## src/rtl/calc_pkg.sv

```systemverilog
// rtl/calc_pkg.sv - shared key codes, ALU op encodings and sequencer states
package calc_pkg;

   // Keypad codes above the digits
   localparam logic [3:0] KEY_ADD = 4'd10;
   localparam logic [3:0] KEY_SUB = 4'd11;
   localparam logic [3:0] KEY_MUL = 4'd12;
   localparam logic [3:0] KEY_DIV = 4'd13;
   localparam logic [3:0] KEY_EQ  = 4'd14;
   localparam logic [3:0] KEY_CLR = 4'd15;

   // ALU operation encodings
   localparam logic [1:0] OP_ADD = 2'b00;
   localparam logic [1:0] OP_SUB = 2'b01;
   localparam logic [1:0] OP_MUL = 2'b10;
   localparam logic [1:0] OP_DIV = 2'b11;

   typedef enum logic [2:0] {
      ENTER_A,
      ENTER_B,
      ISSUE,
      WAIT,
      DONE,
      ERR
   } state_t;

   function automatic logic is_digit(input logic [3:0] k);
      return k < 4'd10;
   endfunction

   function automatic logic is_op(input logic [3:0] k);
      return (k >= KEY_ADD) && (k <= KEY_DIV);
   endfunction

   // Operator keys are contiguous, so the op code is the offset from KEY_ADD
   function automatic logic [1:0] key_to_op(input logic [3:0] k);
      return 2'(k - KEY_ADD);
   endfunction

endpackage

```

## src/rtl/calc_operand_accum.sv

```systemverilog
// rtl/calc_operand_accum.sv - decimal digit accumulator with overflow detect
module calc_operand_accum #(
   parameter int IN_SIZE = 4
) (
   input  logic [IN_SIZE-1:0] value,
   input  logic [3:0]         digit,
   output logic [IN_SIZE-1:0] value_next,
   output logic               overflow
);

   // Four extra bits hold value*10+9 for any operand width
   localparam logic [IN_SIZE+3:0] TEN = (IN_SIZE+4)'(10);

   logic [IN_SIZE+3:0] wide;

   // Shift in one decimal digit and flag anything past the operand range
   always_comb begin
      wide       = {4'b0000, value} * TEN + {{IN_SIZE{1'b0}}, digit};
      value_next = wide[IN_SIZE-1:0];
      overflow   = |wide[IN_SIZE+3:IN_SIZE];
   end

endmodule

```

## src/rtl/calc_alu_sequencer.sv

```systemverilog
// rtl/calc_alu_sequencer.sv - keypad-driven operand entry and ALU request sequencer
module calc_alu_sequencer
   import calc_pkg::*;
#(
   parameter int IN_SIZE = 4,
   parameter int TIMEOUT = 16
) (
   input  logic                   clk,
   input  logic                   rst,
   input  logic                   key_valid,
   input  logic [3:0]             key_code,
   output logic                   alu_en,
   output logic [1:0]             alu_op,
   output logic [IN_SIZE-1:0]     alu_a,
   output logic [IN_SIZE-1:0]     alu_b,
   input  logic [2*IN_SIZE-1:0]   alu_result,
   input  logic                   alu_valid,
   output logic [2*IN_SIZE-1:0]   disp_value,
   output logic                   disp_valid,
   output logic                   busy,
   output logic                   error
);

   localparam int CNT_W = $clog2(TIMEOUT + 1);

   state_t                 state_q, state_d;
   logic [IN_SIZE-1:0]     a_q, a_d;
   logic [IN_SIZE-1:0]     b_q, b_d;
   logic [1:0]             op_q, op_d;
   logic [2*IN_SIZE-1:0]   res_q, res_d;
   logic [CNT_W-1:0]       cnt_q, cnt_d;

   logic [IN_SIZE-1:0]     a_acc, b_acc;
   logic                   a_ovf, b_ovf;
   logic [IN_SIZE-1:0]     digit_ext;

   assign digit_ext = IN_SIZE'(key_code);

   calc_operand_accum #(.IN_SIZE(IN_SIZE)) u_accum_a (
      .value      (a_q),
      .digit      (key_code),
      .value_next (a_acc),
      .overflow   (a_ovf)
   );

   calc_operand_accum #(.IN_SIZE(IN_SIZE)) u_accum_b (
      .value      (b_q),
      .digit      (key_code),
      .value_next (b_acc),
      .overflow   (b_ovf)
   );

   // State and datapath registers; operands only move on accepted keys
   always_ff @(posedge clk or posedge rst) begin
      if (rst) begin
         state_q <= ENTER_A;
         a_q     <= '0;
         b_q     <= '0;
         op_q    <= OP_ADD;
         res_q   <= '0;
         cnt_q   <= '0;
      end else begin
         state_q <= state_d;
         a_q     <= a_d;
         b_q     <= b_d;
         op_q    <= op_d;
         res_q   <= res_d;
         cnt_q   <= cnt_d;
      end
   end

   // Key handling, ALU handshake and timeout; clear overrides everything
   always_comb begin
      state_d = state_q;
      a_d     = a_q;
      b_d     = b_q;
      op_d    = op_q;
      res_d   = res_q;
      cnt_d   = cnt_q;

      if (key_valid && key_code == KEY_CLR) begin
         state_d = ENTER_A;
         a_d     = '0;
         b_d     = '0;
         cnt_d   = '0;
      end else begin
         case (state_q)
            ENTER_A: begin
               if (key_valid) begin
                  if (is_digit(key_code)) begin
                     if (a_ovf) state_d = ERR;
                     else       a_d     = a_acc;
                  end else if (is_op(key_code)) begin
                     op_d    = key_to_op(key_code);
                     b_d     = '0;
                     state_d = ENTER_B;
                  end
               end
            end
            ENTER_B: begin
               if (key_valid) begin
                  if (is_digit(key_code)) begin
                     if (b_ovf) state_d = ERR;
                     else       b_d     = b_acc;
                  end else if (is_op(key_code)) begin
                     op_d = key_to_op(key_code);
                  end else if (key_code == KEY_EQ) begin
                     if (op_q == OP_DIV && b_q == '0) state_d = ERR;
                     else                             state_d = ISSUE;
                  end
               end
            end
            ISSUE: begin
               cnt_d = '0;
               if (alu_valid) begin
                  res_d   = alu_result;
                  state_d = DONE;
               end else begin
                  state_d = WAIT;
               end
            end
            WAIT: begin
               if (alu_valid) begin
                  res_d   = alu_result;
                  cnt_d   = '0;
                  state_d = DONE;
               end else if (cnt_q == CNT_W'(TIMEOUT - 1)) begin
                  cnt_d   = '0;
                  state_d = ERR;
               end else begin
                  cnt_d = cnt_q + 1'b1;
               end
            end
            DONE: begin
               if (key_valid) begin
                  if (is_digit(key_code)) begin
                     a_d     = digit_ext;
                     state_d = ENTER_A;
                  end else if (is_op(key_code)) begin
                     if (res_q[2*IN_SIZE-1:IN_SIZE] == '0) begin
                        a_d     = res_q[IN_SIZE-1:0];
                        op_d    = key_to_op(key_code);
                        b_d     = '0;
                        state_d = ENTER_B;
                     end else begin
                        state_d = ERR;
                     end
                  end
               end
            end
            ERR: begin
               state_d = ERR;
            end
            default: begin
               state_d = ENTER_A;
            end
         endcase
      end
   end

   // Status flags and display selection follow the registered state
   always_comb begin
      alu_en     = (state_q == ISSUE);
      busy       = (state_q == ISSUE) || (state_q == WAIT);
      disp_valid = (state_q == DONE);
      error      = (state_q == ERR);
      alu_op     = op_q;
      alu_a      = a_q;
      alu_b      = b_q;
      case (state_q)
         ENTER_A: disp_value = {{IN_SIZE{1'b0}}, a_q};
         ENTER_B: disp_value = {{IN_SIZE{1'b0}}, b_q};
         ERR:     disp_value = '0;
         default: disp_value = res_q;
      endcase
   end

endmodule

```

## config.mk

```make
export PLATFORM = sky130hd
export DESIGN_NAME = calc_alu_sequencer
export DESIGN_NICKNAME = d
export VERILOG_FILES = /design/src/rtl/calc_pkg.sv /design/src/rtl/calc_operand_accum.sv /design/src/rtl/calc_alu_sequencer.sv
export SDC_FILE = /design/constraint.sdc
export NUM_CORES = 1
export LEC_CHECK = 0
export CAP_MARGIN = 20
export CORE_MARGIN = 2
export CORE_UTILIZATION = 54
export CTS_CLUSTER_SIZE = 10
export DETAILED_ROUTE_END_ITERATION = 8
export GPL_TIMING_DRIVEN = 0
export PLACE_DENSITY = 0.81
export SLEW_MARGIN = 5
export SYNTH_ARGS = -nofsm -noshare
export SYNTH_HDL_FRONTEND = slang
export SYNTH_SLANG_ARGS = --single-unit
```

## constraint.sdc

```tcl
create_clock -name clk -period 3.15 [get_ports clk]
set_input_delay 0.63 -clock clk [delete_from_list [all_inputs] [get_ports clk]]
set_output_delay 0.63 -clock clk [all_outputs]
set_load 0.01 [all_outputs]
```

==> results of run 1 <==
==> sequential cells by signal, indices dropped and copies added (netlist names) <==
name / count
alu_a: 4
alu_b: 4
alu_op: 2
cnt_q: 5
res_q: 8
state_q: 3
==> cells in the mapped netlist (all sizes together) (2+ instances only) <==
cell type,instances
a211oi,5
a21o,2
a21oi,15
a31oi,6
and2,4
and3,4
buf,4
clkbuf,6
dfrtp,26
fa,4
ha,15
inv,18
mux2,12
mux2i,10
nand2,26
nand2b,2
nand3,11
nor2,19
nor2b,3
nor3,5
nor4b,2
o2111ai,2
o21a,4
o21ai,17
o22ai,3
o2bb2ai,2
o31ai,5
or2,2
or3,2
xnor2,2
xor2,3
==> metal layers <==
metal	routed length, um	vias to the layer above	global-route usage	share of wire
met5	0	-	0	0
met4	102	0	0.0980	0.017
met3	388	11	0.0260	0.067
met2	2740	102	0.415	0.47
met1	2600	1036	0.373	0.45
li1	-	1043	-	-
==> how the worst max path moves through the flow <==
stage,slack (ps),start,end,depth (start not counted)
3_5_place_dp,-300,key_code[2],alu_b[2],10
5_1_grt,-10,alu_a[3],state_q[1],9
6_report,120,alu_a[3],alu_a[2],10
4_1_cts,20,alu_a[1],state_q[1],9
3_3_place_gp,-280,key_code[2],alu_b[2],10
2_1_floorplan,210,alu_a[1],state_q[1],9
==> power by group through the flow <==
stage                     registers [uW]  clock network, uW  logic [uW]
after floorplan                      607                  0        1240
after global placement               632                  0        1730
after detailed placement             639                  0        1770
after CTS                            634                197        1810
after global routing                 639                206        2130
final                                619                192        1940
==> timing repair <==
| action | 4_1_cts | 5_1_grt |
|---|---|---|
| setup buffers | 0 | 6 |
| resized for setup | 3 | 8 |
| endpoints found under the setup margin | 5 | 10 |
| pin swaps | 1 | 5 |
==> cells in the final DEF, fill, tap and decap left out, drive strengths merged, types with 4 or more instances in the layout <==
| cell | synthesis | layout |
|---|---|---|
| clkdlybuf4s50 | 0 | 36 |
| nand2 | 26 | 26 |
| dfrtp | 26 | 26 |
| nor2 | 19 | 19 |
| inv | 18 | 18 |
| o21ai | 17 | 17 |
| ha | 15 | 15 |
| a21oi | 15 | 15 |
| mux2 | 12 | 12 |
| nand3 | 11 | 11 |
| mux2i | 10 | 10 |
| buf | 4 | 10 |
| clkbuf | 6 | 10 |
| a31oi | 6 | 6 |
| nor3 | 5 | 5 |
| o31ai | 5 | 5 |
| a211oi | 5 | 5 |
| and3 | 4 | 4 |
| o21a | 4 | 4 |
| and2 | 4 | 4 |
| fa | 4 | 4 |
==> kinds of logic (layout without fill, tap and decap cells) <==
kind of cell | Yosys count | after routing | synth area share
fa+ha+maj | 19 | 19 | 0.118
simple gates | 85 | 85 | 0.188
buf+inv | 28 | 75 | 0.0487
mux | 22 | 22 | 0.104
xor+xnor | 5 | 5 | 0.0194
flops | 26 | 26 | 0.288
compound gates | 74 | 74 | 0.234
==> cell type report <==
cell class	instances	area (um^2)	share of cell area
multi-input cells	205	1520	0.538
repair buffers	44	433	0.153
clock buffers	3	41.3	0.0146
inverters	18	67.6	0.0239
well taps	50	62.6	0.0221
flip-flops and latches	26	654	0.232
plain buffers	10	46.3	0.0164
==> metrics by stage <==
step / std cells / setup TNS (ps)
3_3_place_gp: 346 / -1440
2_1_floorplan: 259 / 0
6_report: 356 / 0
3_5_place_dp: 346 / -1560
4_1_cts: 349 / 0
5_1_grt: 356 / -19.8
==> results.md, run 1 <==
Run status:
- The run finished with clean final reports.

STA:
- The tightest hold path in the finished design has a slack of 500 ps.
- The smallest clock period supported by the final layout is computed as 3030 ps.
- The number of pins with negative max-slew slack in the final report is 0.
- In the finished design, the share of the clock period the worst path needs comes to 0.963.
- The fmax is 330 MHz.
- After layout, the worst setup slack is 116 ps.
- The final setup violation count is 0.
- The clock skew is 1.72 ps.
- The measured slew at the worst slew-check pin is 630 ps.
- The worst slew margin relative to its limit is 0.578.
- The number of hold violations in the final report was 0.

GRT:
- The overall overflow remaining after global route is 0.
- The global-route usage over all layers is 0.263.
- The via count of the first global-routing pass came to 2008.
- The global-route wire length before repair is 9.32 mm.
- The number of antenna violations at the first check in global routing came to 0.
- The pin count of the biggest net entering global routing is 27.

Yosys:
- The number of nets in the synthesized netlist is 294.
- Counting flops with an async set or reset pin after synthesis yields a share of 1.00.
- The synthesized design spends more area on one cell type than any other, namely sky130_fd_sc_hd__dfrtp_1.
- After synthesis, the mean cell area works out to 8.73 um^2.
- In the synthesized netlist the dominant register cell turns out to be sky130_fd_sc_hd__dfrtp_1.
- The synthesized flop and latch total is 26.
- The number of distinct standard cells referenced by the synthesized netlist is 55.
- Of the post-synthesis cell area, the dominant cell type holds 0.288.
- The share of the yosys chip area belonging to registers is 0.288.
- After synthesis, the cell types taking the most area are sky130_fd_sc_hd__dfrtp_1, sky130_fd_sc_hd__ha_1, sky130_fd_sc_hd__mux2_2.
- The area of the mapped netlist is 2260 um^2.
- The cell count after synthesis came out at 259.
- The number of synthesized flops with an enable pin is 0.
- Yosys printed 0 warnings.

Worst setup path:
- The signal on the critical path passes through ha_1 -> ha_1 -> fa_1 -> nand2_1 -> or3_4 -> o21a_1 -> o31ai_4 -> buf_4 -> mux2i_1 -> nand3_1.
- On the critical path the largest part of the delay comes from adder cells.
- The data required time at the worst endpoint is 3310 ps.
- STA classifies the critical path startpoint as a register.
- The critical path's slowest cell is sky130_fd_sc_hd__fa_1.
- In this run the worst path has a maximum fanout of 6.
- The worst setup path is of the register to register kind.
- The buffer and inverter count on the worst path is 1.
- The endpoint arrival time on the critical path is 3190 ps.
- By instance count, the cell type seen most on the critical path is sky130_fd_sc_hd__ha_1.
- The worst register-to-register path ends at alu_a[2].
- The worst register-to-register path begins at alu_a[3].
- The worst setup path is captured at a register.
- The worst reg2reg path depth is 10.
- For this run, the slowest stage of the critical path takes 550 ps.
- For flop-to-flop paths, the worst setup slack is 120 ps.

Clock network:
- The TritonCTS clock tree is yes.
- After clock tree synthesis, the clock-pin slew on the worst setup and hold paths is 90 ps.
- The total clock buffers created by CTS is 3.
- The clock drives 26 sinks.
- The master cell of the clock root buffer is sky130_fd_sc_hd__clkbuf_8.
- For the worst-skew pair, the clock arrives at the later sink with an insertion delay of 270 ps.
- The number of levels in the clock H-tree is 1.
- The number of hold-repair buffers added at the cts stage is 0.
- In this run the deepest clock path goes through 2 buffers.

Power and ir drop:
- The internal cell power is 1470 uW.
- Of the total power, combinational logic draws 0.705.
- Of the total power, registers draw 0.225.
- The power per cell area is 973 nW/um^2.
- The leakage power figure is 0.00124 uW.
- The switching share of power is 0.465.
- VDD sags by at most 0.000528 V.
- The share of total power dissipated in the clock network is 0.070.
- The total power after layout is 2750 uW.
- The switching power is 1280 uW.

Place:
- At the end of routability-driven placement, the weighted congestion stood at 0.915.
- Summing all placed instances gives a cell area of 2690 um^2.
- Port buffering added 37 buffers.
- The post-DP HPWL is 4.34 mm.
- Prior to clock tree synthesis, the placed netlist has a worst setup slack of -297 ps.

Floorplan:
- The die is 68.7 um tall.
- The starting density of the core is 0.561.
- The area of the die is 4720 um^2.
- The initialized floorplan defines 23 standard-cell rows.
- The floorplan step defined a core boundary enclosing 4030 um^2.
- The I/O pin total is 38.
- The die is 68.7 um wide.

Worst hold path:
- Counting instances, the worst hold path has a depth of 1.
- The startpoint of the worst hold path is cnt_q[3].
- The terminating pin of the worst hold path is cnt_q[3].
- The kind of path behind the tightest hold check is register to register.

Routing:
- After detailed routing, the number of remaining DRC violations is 0.
- The via count is 2192.
- The post-detailed-route wirelength per cell is 16.4 um.
- Using the TritonRoute via totals, the vias-per-cell ratio works out to 6.16.
- The count of TritonRoute iterations in the first routing pass is 5.
- The aggregate routed wire length is 5.83 mm.
- The number of violations reported at the end of detailed-routing iteration 0 is 269.
- Once detail routing completed, the nets flagged for antenna violations numbered 0.

Final layout:
- Measured on the finished design, the core utilization comes to 0.702.
- The ratio of cells with drive above 1 in the final layout is 0.134.
- The count of nets after finishing is 343.
- The filler cell count is 330.
- The count of antenna diodes in the layout is 0.
- The post-route cell area is 2830 um^2.
- The post-synthesis to final-layout area growth is 25.0%.

Run:
- The tool flagged a number of max-cap violations equal to 0.
(Power assumes the default switching activity.)
==> run 2, diff against run 1 <==
CAP_MARGIN = 30   (was 20)
CTS_CLUSTER_DIAMETER = 200   (was not set)
==> run 2 against run 1 <==
Compared with the run above:
- flip-flop and latch count unchanged
- global-route usage up 1.2 points
- count of clock-buffer cells in the layout up 1
- via count up 1.9%
- sequential share of layout area down 0.13 points
- routed wire length up 1.8%
- fmax up 0.73%
- core utilization up 0.40 points
- worst setup slack better by 22 ps
- clock skew about the same
- first-iteration DRC count down 36%
- largest cell class unchanged
==> results.md, run 2 (synthesized netlist as in run 1, its figures left out) <==
Power and ir drop:
- The peak supply drop came to 0.000536 V (+1.5%).
- The share of power burned in registers is 0.222 (-0.003).
- The power per cell area came to 976 nW/um^2 (+0.33%).
- The internal cell power came to 1480 uW (+0.70%).
- The clock network fraction of design power came to 0.082 (+0.012).
- The switching share of power came to 0.466 (+0.00109).
- The leakage power figure is 0.00125 uW (+0.62%).
- The combinational power share is 0.696 (-0.009).
- The total power after layout is 2780 uW (+0.91%).
- The switching power is 1290 uW (+1.1%).

Worst setup path:
- STA classifies the critical path startpoint as a register.
- The critical path goes through ha_1 -> ha_1 -> fa_1 -> nand2_1 -> or3_4 -> o21a_1 -> o31ai_4 -> buf_4 -> mux2i_1 -> nand3_1.
- The critical path's slowest cell is sky130_fd_sc_hd__fa_1.
- The nature of the critical path endpoint is a register.
- The delay contributed by the slowest stage of the critical path is 540 ps (about the same).
- The endpoint arrival time on the critical path is 3180 ps (about the same).
- The highest net fanout along the worst path is 6 (unchanged).
- The worst setup path category is register to register.
- The data required time at the worst endpoint came to 3320 ps (about the same).
- The most frequent cell on the critical path is sky130_fd_sc_hd__ha_1.

Clock network:
- The total clock buffers created by CTS is 3 (unchanged).
- The worst-case clock buffer depth was 2 (unchanged).
- The number of clock sinks seen by CTS came to 26 (unchanged).
- The TritonCTS clock tree is yes.
- The tree is rooted in a sky130_fd_sc_hd__clkbuf_8.
- The insertion delay of the later-clocked pin in the worst-skew pair is 280 ps (about the same).
- The clock transition time at the flip-flop clock pins of the worst setup and hold paths is 90 ps (about the same).
- The number of levels in the clock H-tree came to 1 (unchanged).

STA:
- The smallest hold slack is 490 ps (-9.75 ps).
- The final setup violation count is 0 (unchanged).
- The final worst setup slack was 138 ps (+21.9 ps).
- The clock skew was 2.18 ps (+0.459 ps).
- The final cycle utilization of the critical path is 0.956 (-0.00695).
- The number of pins with negative max-slew slack in the final report came to 0 (unchanged).
- The number of hold violations in the final report came to 0 (unchanged).
- The post-layout minimum cycle time is 3010 ps (-21.9 ps).
- Setup repair after global routing left no endpoint under its margin.
- The measured slew at the worst slew-check pin is 614 ps (-16.7 ps).
- The worst slew margin relative to its limit is 0.589 (+0.0112).
- The fmax is 332 MHz (+0.73%).

Final layout:
- The largest registers in the layout are res_q x8, cnt_q x5.
- The ratio of cells with drive above 1 in the final layout was 0.140 (+0.00608).
- Counting flops per register, the top entry is res_q.
- The top cell types in the final layout, fill and taps aside, are sky130_fd_sc_hd__clkdlybuf4s50_1, sky130_fd_sc_hd__nand2_1, sky130_fd_sc_hd__dfrtp_1, sky130_fd_sc_hd__nor2_1, sky130_fd_sc_hd__inv_1.
- The filler cell count is 333 (+0.91%).
- The library cell used most frequently in the layout, excluding fill and tap cells, is sky130_fd_sc_hd__clkdlybuf4s50_1.
- Relative to the synthesized area, the layout overhead comes to 25.7%.
- The footprint of the multi-input gates was 1520 um^2 (+0.16%).
- The count of antenna diodes in the layout is 0 (unchanged).
- The utilization of the core after routing is 0.706 (+0.00404).
- The area of all sequential standard cells is 654 um^2 (unchanged).
- The flip-flop count of the largest register, all copies and words added is 8 (unchanged).
- The post-route non-filler standard cell count is 357 (+0.28%).
- The count of nets after finishing came to 343 (unchanged).

Routing:
- The count of TritonRoute iterations in the first routing pass is 5 (unchanged).
- The number of remaining DRC errors was 0 (unchanged).
- The antenna violation net count after detailed routing came to 0 (unchanged).
- The number of violations reported at the end of detailed-routing iteration 0 is 172 (-36%).
- The number of vias per cell after detailed routing was 6.25 (+1.6%).
- The post-detailed-route wirelength per cell is 16.6 um (+1.5%).
- The aggregate routed wire length is 5.94 mm (+1.8%).
- The via count is 2233 (+1.9%).

Place:
- The post-placement worst setup slack is -311 ps (-13.7 ps).
- The final weighted congestion in routability-driven placement is 0.915 (unchanged).
- The post-DP HPWL is 4.52 mm (+4.2%).
- The number of buffers inserted by port buffering is 37 (unchanged).
- The count of placed standard cells including taps is 347 (+0.29%).

Run:
- The number of violations of the max-capacitance limit was 0 (unchanged).

Floorplan:
- The starting density of the core is 0.561 (unchanged).
- The number of placement rows was 23 (unchanged).
- The area of the die came to 4720 um^2 (unchanged).
- The core region area is 4030 um^2 (unchanged).
- The I/O pin total was 38 (unchanged).
- The vertical extent of the die is 68.7 um (unchanged).
- The horizontal die dimension was 68.7 um (unchanged).

GRT:
- The number of antenna violations at the first check in global routing is 0 (unchanged).
- The global-route wire length before repair is 9.62 mm (+3.3%).
- The via count of the first global-routing pass came to 2004 (-0.20%).
- The pin count of the biggest net entering global routing is 16 (-41%).
- The overall overflow remaining after global route is 0 (unchanged).
- The global-route usage over all layers came to 0.275 (+0.0121).

Worst hold path:
- The kind of path behind the tightest hold check is register to register.

Run status:
- The run finished with clean final reports.
## run 2: changes by cell type in the layout (fill, tap and decap cells not counted)
cell | previous run | this run
sky130_fd_sc_hd__nor2b_1 | 3 | 2
sky130_fd_sc_hd__clkbuf_8 | 3 | 4
sky130_fd_sc_hd__nor2b_2 | 0 | 1
## run 2: path summary, 6_finish.rpt
| kind | startpoint | end | slack (ps) | cells after the start |
|---|---|---|---|---|
| worst max-delay path | alu_a[1] | alu_a[2] | 140 | 10 |
| worst min-delay path | cnt_q[3] | cnt_q[3] | 490 | 1 |
| worst max register to register | alu_a[1] | alu_a[2] | 140 | 10 |
| worst min register to register | cnt_q[3] | cnt_q[3] | 490 | 1 |
| max in group asynchronous | rst | alu_a[3] | 1930 | 3 |
| min in group asynchronous | rst | alu_b[3] | 710 | 2 |
## run 2: power by group through the flow
stage | registers, uW | clock network (uW) | logic (uW)
2_1_floorplan | 607 | 0 | 1240
3_3_place_gp | 632 | 0 | 1730
3_5_place_dp | 637 | 0 | 1790
4_1_cts | 632 | 229 | 1820
5_1_grt | 635 | 243 | 2120
6_report | 617 | 228 | 1930
## run 2: routing by layer
metal | share of wire | vias up | global-route usage
met3 | 0.071 | 13 | 0.0390
met1 | 0.45 | 1066 | 0.386
met4 | 0.022 | 0 | 0.0956
li1 | - | 1046 | -
met2 | 0.45 | 108 | 0.434
met5 | 0 | - | 0
## run 2: final cells by class
class | count | area share
Multi-Input combinational cell | 205 | 0.536
Sequential cell | 26 | 0.230
Timing Repair Buffer | 44 | 0.152
Inverter | 18 | 0.0238
Tap cell | 50 | 0.0220
Clock buffer | 4 | 0.0194
Buffer | 10 | 0.0163
## run 2: critical path: cells and delay by family (launching register included)
kind / cells / cell delay, ps
fa+ha+maj: 3 / 1060
flops: 1 / 420
buf+inv: 1 / 180
mux: 1 / 180
simple gates: 3 / 550
compound gates: 2 / 510
## run 2: per-stage QoR
stage | cell area [um^2] | TNS [ps]
2_1_floorplan | 2260 | 0
3_3_place_gp | 2690 | -1440
3_5_place_dp | 2710 | -1530
4_1_cts | 2780 | 0
5_1_grt | 2840 | 0
6_report | 2840 | 0
## run 2: repair_timing
action,CTS,global route
hold buffers,0,0
pin swaps,1,4
hold endpoints to repair,0,0
buffers inserted,0,6
setup endpoints to repair,3,15
resized for setup,2,11
